$ cat src/rtl/seg_scan_ctrl_if.sv
// Digit/segment bundle between BCD producer, scan controller and pins.
// master: drives BCD_3..BCD_0/LOAD; slave: drives SEG/AN/FRAME_TICK/UPDATED.
interface seg_scan_ctrl_if;
  logic [3:0] BCD_3;
  logic [3:0] BCD_2;
  logic [3:0] BCD_1;
  logic [3:0] BCD_0;
  logic       LOAD;
  logic [6:0] SEG;
  logic [3:0] AN;
  logic       FRAME_TICK;
  logic       UPDATED;

  modport master (
    output BCD_3, BCD_2, BCD_1, BCD_0, LOAD,
    input  SEG, AN, FRAME_TICK, UPDATED
  );

  modport slave (
    input  BCD_3, BCD_2, BCD_1, BCD_0, LOAD,
    output SEG, AN, FRAME_TICK, UPDATED
  );
endinterface

$ cat src/rtl/seg_scan_ctrl.sv
// 4-digit common-anode 7-seg scanner, double-buffered BCD, guard blanking.
// Ports: CLK, RESETN (sync, active-low), bus (slave). Option: SEG_LZB_EN.
module seg_scan_ctrl #(
  parameter int CLK_DIV = 50000,
  parameter int GUARD   = 1
) (
  input logic          CLK,
  input logic          RESETN,
  seg_scan_ctrl_if.slave bus
);
  localparam int CW = $clog2(CLK_DIV);
  localparam logic [CW-1:0] LAST = CW'(CLK_DIV - 1);

  logic [CW-1:0]  cnt;
  logic [1:0]     idx;
  logic [3:0][3:0] act;
  logic [3:0][3:0] pend;
  logic           pend_v;
  logic [3:0]     an;
  logic [6:0]     seg;
  logic           frame_tick;
  logic           updated;

  logic [3:0]     dig;
  logic [31:0]    cnt32;
  logic           guard;
  logic           lzb;
  logic           slot_end;
  logic           frame_end;

  function automatic logic [6:0] decode(input logic [3:0] d);
    logic [6:0] s;
    case (d)
      4'd0:    s = 7'b0000001;
      4'd1:    s = 7'b1001111;
      4'd2:    s = 7'b0010010;
      4'd3:    s = 7'b0000110;
      4'd4:    s = 7'b1001100;
      4'd5:    s = 7'b0100100;
      4'd6:    s = 7'b0100000;
      4'd7:    s = 7'b0001111;
      4'd8:    s = 7'b0000000;
      4'd9:    s = 7'b0000100;
      default: s = 7'b1111111;
    endcase
    return s;
  endfunction

  assign dig       = act[idx];
  assign cnt32     = 32'(cnt);
  assign guard     = cnt32 < 32'(GUARD);
  assign slot_end  = cnt == LAST;
  assign frame_end = slot_end && (idx == 2'd3);

`ifdef SEG_LZB_EN
  // A digit is a leading zero when it and every digit left of it is 0.
  always_comb begin
    lzb = 1'b0;
    case (idx)
      2'd3: lzb = act[3] == 4'd0;
      2'd2: lzb = (act[3] == 4'd0) && (act[2] == 4'd0);
      2'd1: lzb = (act[3] == 4'd0) && (act[2] == 4'd0)
               && (act[1] == 4'd0);
      default: lzb = 1'b0;
    endcase
  end
`else
  assign lzb = 1'b0;
`endif

  always_ff @(posedge CLK) begin
    if (!RESETN) begin
      cnt        <= '0;
      idx        <= 2'd0;
      act        <= {4{4'hF}};
      pend       <= {4{4'hF}};
      pend_v     <= 1'b0;
      an         <= 4'hF;
      seg        <= 7'h7F;
      frame_tick <= 1'b0;
      updated    <= 1'b0;
    end else begin
      cnt <= slot_end ? '0 : cnt + CW'(1);
      if (slot_end)
        idx <= idx + 2'd1;
      if (guard || lzb) begin
        an  <= 4'hF;
        seg <= 7'h7F;
      end else begin
        an  <= ~(4'b0001 << idx);
        seg <= decode(dig);
      end
      frame_tick <= frame_end;
      updated    <= frame_end && pend_v;
      if (frame_end && pend_v) begin
        act    <= pend;
        pend_v <= 1'b0;
      end
      // LOAD after the swap: same-edge LOAD lands in pend, kept valid.
      if (bus.LOAD) begin
        pend   <= {bus.BCD_3, bus.BCD_2, bus.BCD_1, bus.BCD_0};
        pend_v <= 1'b1;
      end
    end
  end

  assign bus.SEG        = seg;
  assign bus.AN         = an;
  assign bus.FRAME_TICK = frame_tick;
  assign bus.UPDATED    = updated;
endmodule

$ cat src/flat_wrapper.sv
// flat-port wrapper written by rule: the top's interface ports become plain ports
module seg_scan_ctrl_flat 
#(
  parameter int CLK_DIV = 50000,
  parameter int GUARD   = 1
)
  (CLK, RESETN, bus_BCD_3, bus_BCD_2, bus_BCD_1, bus_BCD_0, bus_LOAD, bus_SEG, bus_AN, bus_FRAME_TICK, bus_UPDATED);
  seg_scan_ctrl_if bus_i ();
  input logic CLK;
  input logic RESETN;
  input wire logic [$bits(bus_i.BCD_3)-1:0] bus_BCD_3;
  input wire logic [$bits(bus_i.BCD_2)-1:0] bus_BCD_2;
  input wire logic [$bits(bus_i.BCD_1)-1:0] bus_BCD_1;
  input wire logic [$bits(bus_i.BCD_0)-1:0] bus_BCD_0;
  input wire logic [$bits(bus_i.LOAD)-1:0] bus_LOAD;
  output wire logic [$bits(bus_i.SEG)-1:0] bus_SEG;
  output wire logic [$bits(bus_i.AN)-1:0] bus_AN;
  output wire logic [$bits(bus_i.FRAME_TICK)-1:0] bus_FRAME_TICK;
  output wire logic [$bits(bus_i.UPDATED)-1:0] bus_UPDATED;
  assign bus_i.BCD_3 = bus_BCD_3;
  assign bus_i.BCD_2 = bus_BCD_2;
  assign bus_i.BCD_1 = bus_BCD_1;
  assign bus_i.BCD_0 = bus_BCD_0;
  assign bus_i.LOAD = bus_LOAD;
  assign bus_SEG = bus_i.SEG;
  assign bus_AN = bus_i.AN;
  assign bus_FRAME_TICK = bus_i.FRAME_TICK;
  assign bus_UPDATED = bus_i.UPDATED;
  seg_scan_ctrl #(.CLK_DIV(CLK_DIV), .GUARD(GUARD)) u_core (.CLK(CLK), .RESETN(RESETN), .bus(bus_i));
endmodule
$ cat config.mk
export PLATFORM = sky130hd
export DESIGN_NAME = seg_scan_ctrl_flat
export DESIGN_NICKNAME = d
export VERILOG_FILES = /design/src/rtl/seg_scan_ctrl_if.sv /design/src/rtl/seg_scan_ctrl.sv /design/src/flat_wrapper.sv
export SDC_FILE = /design/constraint.sdc
export NUM_CORES = 1
export LEC_CHECK = 0
export BUFFER_PORTS_ARGS = -buffer_cell sky130_fd_sc_hd__buf_2
export CORE_MARGIN = 3
export CORE_UTILIZATION = 30
export CTS_CLUSTER_SIZE = 25
export DETAILED_ROUTE_END_ITERATION = 8
export PLACE_DENSITY = 0.54
export SYNTH_ARGS = -nofsm -noshare
export SYNTH_HDL_FRONTEND = slang
export SYNTH_SLANG_ARGS = --single-unit
export TNS_END_PERCENT = 30
$ cat constraint.sdc
create_clock -name CLK -period 2 [get_ports CLK]
set_input_delay 0.2 -clock CLK [delete_from_list [all_inputs] [get_ports CLK]]
set_output_delay 0.2 -clock CLK [all_outputs]
set_load 0.01 [all_outputs]
# Yosys cells after proc, flatten, opt, wreduce, memory -nomap -nowiden

Memories as Yosys holds them, arrays and structs flattened. A register that Yosys moved wholly into a read port is not among the register bits.
Cells that the tools add are included.

Register bits: 57
ROM bits: 112
Output and inout port bits: 13
Logic and storage cells: 33
Memories: 1

Add/subtract/negate cells: 2
Order comparisons: 2
Equality and inequality tests: 2
Shift operators: 1
Mux-type cells: 4
Bitwise gates (word level): 2
Reductions and logical operators: 5

Memory list:

| memory          | depth | bits a word | rd ports | clocked after memory_dff | wr ports | RTL line            | source |
|---|---|---|---|---|---|---|---|
| (no name shown) | 16    | 7           | 1        | 1                        | 0        | seg_scan_ctrl.sv:33 | `case (d)` |

Operators with widths:

| operator                                            | count |
|---|---|
| adder 16 x 1 -> 16 bit, second input constant       | 1 |
| equality test 16 bit, second input constant         | 1 |
| < comparator 16 x 1 -> 1 bit, second input constant | 1 |
| binary-select mux 4 bit (select 2 bit)              | 1 |
| two-way mux 4 bit                                   | 1 |
| NOT 4 bit                                           | 1 |
| OR reduction 2 bit                                  | 2 |
| << shifter 1 x 2 -> 4 bit, first input constant     | 1 |
| < comparator 2 x 3 -> 1 bit, second input constant  | 1 |
| adder 2 x 1 -> 2 bit, second input constant         | 1 |
| equality test 2 bit, second input constant          | 1 |
| logical AND 1 bit                                   | 2 |
| two-way mux 1 bit                                   | 2 |
| nonzero test 2 bit                                  | 1 |
| NOT 1 bit                                           | 1 |

# Longest topological paths before layout

Gate-level depths: netlist of run 1.

Depth in word-level cells: 5
Gate-level depth with buffers: 7
Mapped depth without buffers: 6

# Worst setup path before layout of run 1

No wires, ideal clock.

Kind: flip-flop to flip-flop
Start point: reg u_core.idx[0]
End point: reg u_core.seg[3] (netlist: u_core.bus.SEG[3])
Library setup time: 135 ps
Arrival: 1,756 ps
Required time: 1,865 ps
Slack: 110 ps
Cell stages (with the launch flop): 7
Path buffers: 1
Cell sequence: dfxtp_1 buf_2 mux4_2 ha_1 or2_2 a21oi_1 o21ai_0

Cells in the longest elaborated chain, start to end: 2

Ends and longest elaborated chain:

| element                                 | RTL line            | source |
|---|---|---|
| start, declared                         | seg_scan_ctrl.sv:15 | `logic [1:0] idx;` |
| start signal, assigned                  | seg_scan_ctrl.sv:85 | `idx <= idx + 2'd1;` |
| binary-select mux 4 bit (select 2 bit)  | seg_scan_ctrl.sv:49 | `assign dig = act[idx];` |
| two-way mux 4 bit (implied by the code) | seg_scan_ctrl.sv:49 |  |
| end, declared                           | seg_scan_ctrl.sv:20 | `logic [6:0] seg;` |

Every way passes these cells. The select of a mux whose other input is x is not followed.
A chain may end at the register's enable or synchronous reset.

# Final worst setup path of run 1

Start point: reg u_core.idx[0]
End point: reg u_core.seg[6] (netlist: u_core.bus.SEG[6])

Same word-level chain as after synthesis.

==> summary.md, run 1 <==
| Metric | Value |
|---|---|
| Crit-path cells | mux4_2 > ha_1 > or2_2 > a21oi_1 > o21ai_0 |
| Routed WL per cell | 12.3 um |
| Peak Freq | 545 MHz |
| Dpl ws | 96.5 ps |
| Final estimated routing congestion in global placement | 0.827 |
| Util after Layout | 0.369 |
| DIE AREA | 0.0105 sq mm |
| Mapped Nets | 327 |
| Synthesized netlist cell count | 296 |
| Slew HR | 0.646 |
| Synth-to-layout area growth | 17.7% |
| Clk Latency, worst-skew pair | 350 ps |
| Synth top cells by count | dfxtp_1, nor2_1, mux2i_1 |
| TritonCTS buffer count | 9 |
| Antenna Nets Post-Route | 0 |
| Post-Route WL | 5.46 mm |
| Number of max-cap violations | 0 |
| CP Data Arrival Time | 2030 ps |
| Most frequent cell after synthesis | dfxtp_1 |
| Hpwl dp | 3.80 mm |
| Final instance area | 0.00328 sq mm |
| Post-synthesis xor/xnor area fraction | 0.0346 |
| Drt first pass iters | 4 |
| Total grt overflow | 0 |
| Nets | 361 |
| Crit path required time | 2200 ps |
| Hold_buf cts | 0 |
| Pleak | 1.36 nW |
| Hold Slack | 62.6 ps |
| Final Skew | 9.48 ps |
| ANT cells | 0 |
| Initial antenna violation count | 0 |
| Area post-placement | 0.00306 sq mm |
| Vias per cell | 4.72 |
| Largest family of logic cells by synthesized area | simple AND/OR/NAND/NOR gates |
| Vias in the first global route | 1989 |
| IO Count | 32 |
| Htree depth | 3 |
| Status | finished, final reports clean |
| Share of cells above drive strength 1 | 0.189 |
| Final-report hold violation count | 0 |
| Critical path class | reg -> reg |
| Critical Path End Type | flip-flop |
| Rows | 34 |
| Count of final setup violators | 0 |
| Tightest Pin Transition | 531 ps |
| # resized after CTS | 0 |
| Core ar. | 0.00889 sq mm |
| Maximum number of pins on one net before global-route repair | 36 |
| CP max FO | 4 |
| Part of the cycle the worst path needs | 0.917 |
| Worst path max stage delay | 570 ps |
| Power per cell area | 803 mW/mm^2 |
| Crit path launch type | flip-flop |
| Final setup margin | 165 ps |
| Yosys cell types | 34 |
| RSZ-0062 raised after global routing | no |
| DR vias | 2086 |
| Clk root buf | clkbuf_8 |
| Fraction of registers with async set/reset | 0 |
| Ys flop type | dfxtp_1 |
| Simple-gate share of the synthesized area | 0.206 |
| Clock sink count | 64 |
| Cell family contributing the most delay on the critical path | multiplexers |
| Post-CTS setup buffer count | 0 |
| Post-synthesis mux area share | 0.154 |
| Maximum VDD drop | 0.407 mV |
| Total track usage | 0.116 |
| Drc violations | 0 |
| Post-synthesis adder-cell area fraction | 0.0539 |
| Mapped Area | 0.00279 sq mm |
| Sequential share of the synthesized area | 0.460 |
| YS warnings | 0 |
| TritonCTS clock tree | yes |
| Min-delay worst type | in -> reg |
| Top cells by area, synth | dfxtp_1, mux2i_1, nor2_1 |
| Cell Count Post-Placement | 427 |
| DR iter-0 viols | 69 |
| Slew Limit Fails | 0 |
| First-pass GRT wire length | 9.45 mm |
| Post-synthesis compound-gate area fraction | 0.0467 |
| # fillers | 915 |
| Synthesized area per cell | 9.41 sq um |
| Post-synth top area share | 0.460 |
| Fin cells | 442 |
| Post-synth EDFFs | 0 |
| Clk pin slew, worst setup/hold paths | 70 ps |
| Initial Utilization | 0.313 |
| Die X | 102 um |
| Clk buf depth | 2 |
| Number of buffers added on ports | 31 |
| Design Power | 2.63 mW |
| Die Ht | 102 um |
| Largest area contributor in the netlist | dfxtp_1 |
| #FFs+latches synth | 64 |
| Post-route minimum period | 1830 ps |
| Slowest cell on crit path | mux4_2 |
| Setup_tns | 0 ps |
| Bufs and invs on worst path | 0 |
## area by class of cell
type | count | area, sq um | share of cell area
sequential | 64 | 1280 | 0.391
timing repair buffer | 37 | 213 | 0.0649
clock inverter | 6 | 85.1 | 0.0259
inverter | 14 | 52.6 | 0.0160
tap | 108 | 135 | 0.0412
multi-input combinational | 204 | 1390 | 0.423
clock buffer | 9 | 124 | 0.0378
## sequential cells by signal (all words and copies together) (netlist names)
signal,count
u_core.act,16
u_core.cnt,16
u_core.pend,16
u_core.bus.SEG,7
u_core.bus.AN,4
u_core.idx,2
u_core.bus.FRAME_TICK,1
u_core.bus.UPDATED,1
u_core.pend_v,1
## kinds of logic (layout without fill, tap and decap cells)
kind of cell               after synthesis  count (layout)
and+or+nand+nor                        118             118
muxes                                   38              38
adders and majority gates               12              12
buffers and inverters                   28              66
DFF                                     64              64
xor gates and xnor gates                11              11
AOI/OAI and AO/OA                       25              25
## power breakdown
part	total, mW	internal, mW	switching (mW)
clock network	1.20	0.690	0.507
registers	1.32	1.30	0.0183
logic	0.117	0.0524	0.0651
total	2.63	2.04	0.591
## layer usage
layer  up-vias  wire length, um  track usage
met5         -                0            0
met4         0               92       0.0484
met3        11              312       0.0430
met2        43             2210        0.165
met1       966             2850        0.157
li1       1066                -            -
## path summary, 6_finish.rpt
kind / from / endpoint / slack, ps / depth (start not counted)
setup / recovery: u_core.idx[0] / u_core.bus.SEG[6] / 170 / 5
hold / removal: bus_BCD_3[0] / u_core.pend[12] / 60 / 3
setup reg to reg: u_core.idx[0] / u_core.bus.SEG[6] / 170 / 5
hold reg to reg: u_core.pend[6] / u_core.pend[6] / 480 / 2
## worst reg2reg max path, delay by kind of cell, from the launching register on
family | cells | cell delay (ps)
AOI/OAI and AO/OA | 2 | 230
and+or+nand+nor | 1 | 300
DFF | 1 | 390
muxes | 1 | 570
adders and majority gates | 1 | 220
## layout by cell type, fill, tap and decap left out, types with 4 or more instances in the layout
cell	count
o21ai_0	12
nand2_1	27
and3_1	4
xnor2_1	6
mux4_2	4
mux2i_1	34
clkbuf_8	9
a21oi_1	9
nor2_1	49
xor2_1	5
buf_2	31
nor3_1	5
nand4_1	4
buf_4	5
inv_1	13
nand3_1	10
dfxtp_1	63
ha_1	12
Power figures use the tool's default switching activity.
==> run 2, diff against run 1 <==
Settings changed: CORE_UTILIZATION 30 to 52, PLACE_DENSITY 0.54 to 0.81.
==> summary.md, run 2 (same netlist as run 1, synthesis figures left out) <==
| Metric | Value |
|---|---|
| Final-report hold violation count | 0 |
| Critical Path End Type | flip-flop |
| Bufs and invs on worst path | 0 |
| Vias in the first global route | 1968 |
| R2R setup slack | 90 ps |
| Dpl ws | 39.2 ps |
| Area of the multi-input gates | 0.00138 sq mm |
| Initial antenna violation count | 0 |
| Slowest cell on crit path | mux4_2 |
| Post-Route WL | 5.08 mm |
| Clock sink count | 64 |
| Slew HR | 0.482 |
| Routed WL per cell | 12.5 um |
| Clk root buf | clkbuf_8 |
| Commonest non-fill, non-tap cell in the layout | dfxtp_1 |
| IO Count | 32 |
| Hpwl dp | 3.49 mm |
| DIE AREA | 0.00627 sq mm |
| Die Ht | 79.2 um |
| Biggest regs | u_core.act x16, u_core.cnt x16, u_core.pend x16 |
| Most frequent cells in the layout | dfxtp_1, nor2_1, mux2i_1 |
| Cell family contributing the most delay on the critical path | multiplexers |
| Pleak | 1.40 nW |
| Maximum VDD drop | 0.599 mV |
| Htree depth | 3 |
| CP Data Arrival Time | 2090 ps |
| Antenna Nets Post-Route | 0 |
| Status | finished, final reports clean |
| Setup_tns | 0 ps |
| RSZ-0062 raised after global routing | no |
| TritonCTS buffer count | 9 |
| Final Skew | 9.06 ps |
| Crit path from | u_core.idx[0] |
| Part of the cycle the worst path needs | 0.956 |
| Critical path class | reg -> reg |
| First-pass GRT wire length | 8.96 mm |
| Crit path launch type | flip-flop |
| Seq. cell area | 0.00128 sq mm |
| Crit path required time | 2180 ps |
| Final estimated routing congestion in global placement | 0.866 |
| Cells on worst reg2reg path | 5 |
| Total grt overflow | 0 |
| # fillers | 439 |
| Number of buffers added on ports | 31 |
| # resized after CTS | 1 |
| Peak Freq | 523 MHz |
| Final setup margin | 88.6 ps |
| Post-CTS setup buffer count | 0 |
| Nets | 363 |
| Die X | 79.2 um |
| Worst path max stage delay | 560 ps |
| Drc violations | 0 |
| TritonCTS clock tree | yes |
| DR vias | 2097 |
| Slew Limit Fails | 0 |
| Post-route minimum period | 1910 ps |
| Tightest Pin Transition | 773 ps |
| Initial Utilization | 0.542 |
| Clk buf depth | 2 |
| Core ar. | 0.00514 sq mm |
| CP Capture Point | u_core.bus.SEG[6] |
| Clk Latency, worst-skew pair | 340 ps |
| Clk pin slew, worst setup/hold paths | 70 ps |
| ANT cells | 0 |
| Maximum number of pins on one net before global-route repair | 36 |
| Number of max-cap violations | 0 |
| Worst r2r dst | u_core.bus.SEG[6] |
| Crit path depth | 5 |
| Drt first pass iters | 4 |
| Total track usage | 0.182 |
| Vias per cell | 5.15 |
| Crit-path cells | mux4_2 > ha_1 > or2_2 > a21oi_1 > o21ai_0 |
| CP max FO | 5 |
| Count of final setup violators | 0 |
| Min-delay worst type | in -> reg |
| Power per cell area | 878 mW/mm^2 |
| Synth-to-layout area growth | 18.5% |
| Share of cells above drive strength 1 | 0.190 |
| DR iter-0 viols | 145 |
| Hold_buf cts | 0 |
| Util after Layout | 0.643 |
| Rows | 26 |
| FF-to-FF Start | u_core.idx[0] |
run 2: worst min path at each step:
stage | endpoint | slack [ps] | from | depth (start not counted)
finish | u_core.pend[13] | 80 | bus_BCD_3[1] | 3
CTS | u_core.pend[3] | 70 | bus_BCD_0[3] | 3
detailed placement | u_core.pend[3] | 420 | bus_BCD_0[3] | 3
global route | u_core.pend[4] | 70 | bus_BCD_1[0] | 3
global placement | u_core.pend[15] | 410 | bus_BCD_3[3] | 3
floorplan | u_core.pend[0] | 330 | bus_BCD_0[0] | 2
run 2: area by class of cell:
cell class	instances	area share
sequential	64	0.389
inverter	14	0.0159
timing repair buffer	39	0.0689
multi-input combinational	204	0.418
clock inverter	5	0.0386
clock buffer	11	0.0428
tap	70	0.0265
run 2: tightest hold or removal path, cell delays in order:
cell	delay (ps)
buf_2	70
mux2i_1	50
nand2_1	60
run 2: metal layers:
layer  share of wire  up-vias  GRT usage
met5               0        -          0
met4           0.018        0     0.0876
met3           0.046       10     0.0465
met2            0.44       50      0.275
met1            0.49      965      0.243
li1                -     1072          -
run 2: power breakdown:
| group | total, mW | switching [mW] | leakage, nW | internal [mW] |
|---|---|---|---|---|
| clock | 1.47 | 0.478 | 0.130 | 0.989 |
| sequential | 1.32 | 0.0167 | 0.522 | 1.30 |
| combinational | 0.117 | 0.0651 | 0.748 | 0.0516 |
| total | 2.90 | 0.560 | 1.40 | 2.34 |
run 2: stage by stage:
| stage | std cells | hold slack [ps] | cell area (sq um) | power (mW) |
|---|---|---|---|---|
| floorplan | 296 | 328 | 2790 | 1.42 |
| global placement | 391 | 413 | 3030 | 1.46 |
| detailed placement | 391 | 420 | 3030 | 1.47 |
| CTS | 407 | 66.1 | 3300 | 2.93 |
| global route | 407 | 71.6 | 3300 | 3.02 |
| finish | 407 | 76.7 | 3300 | 2.90 |
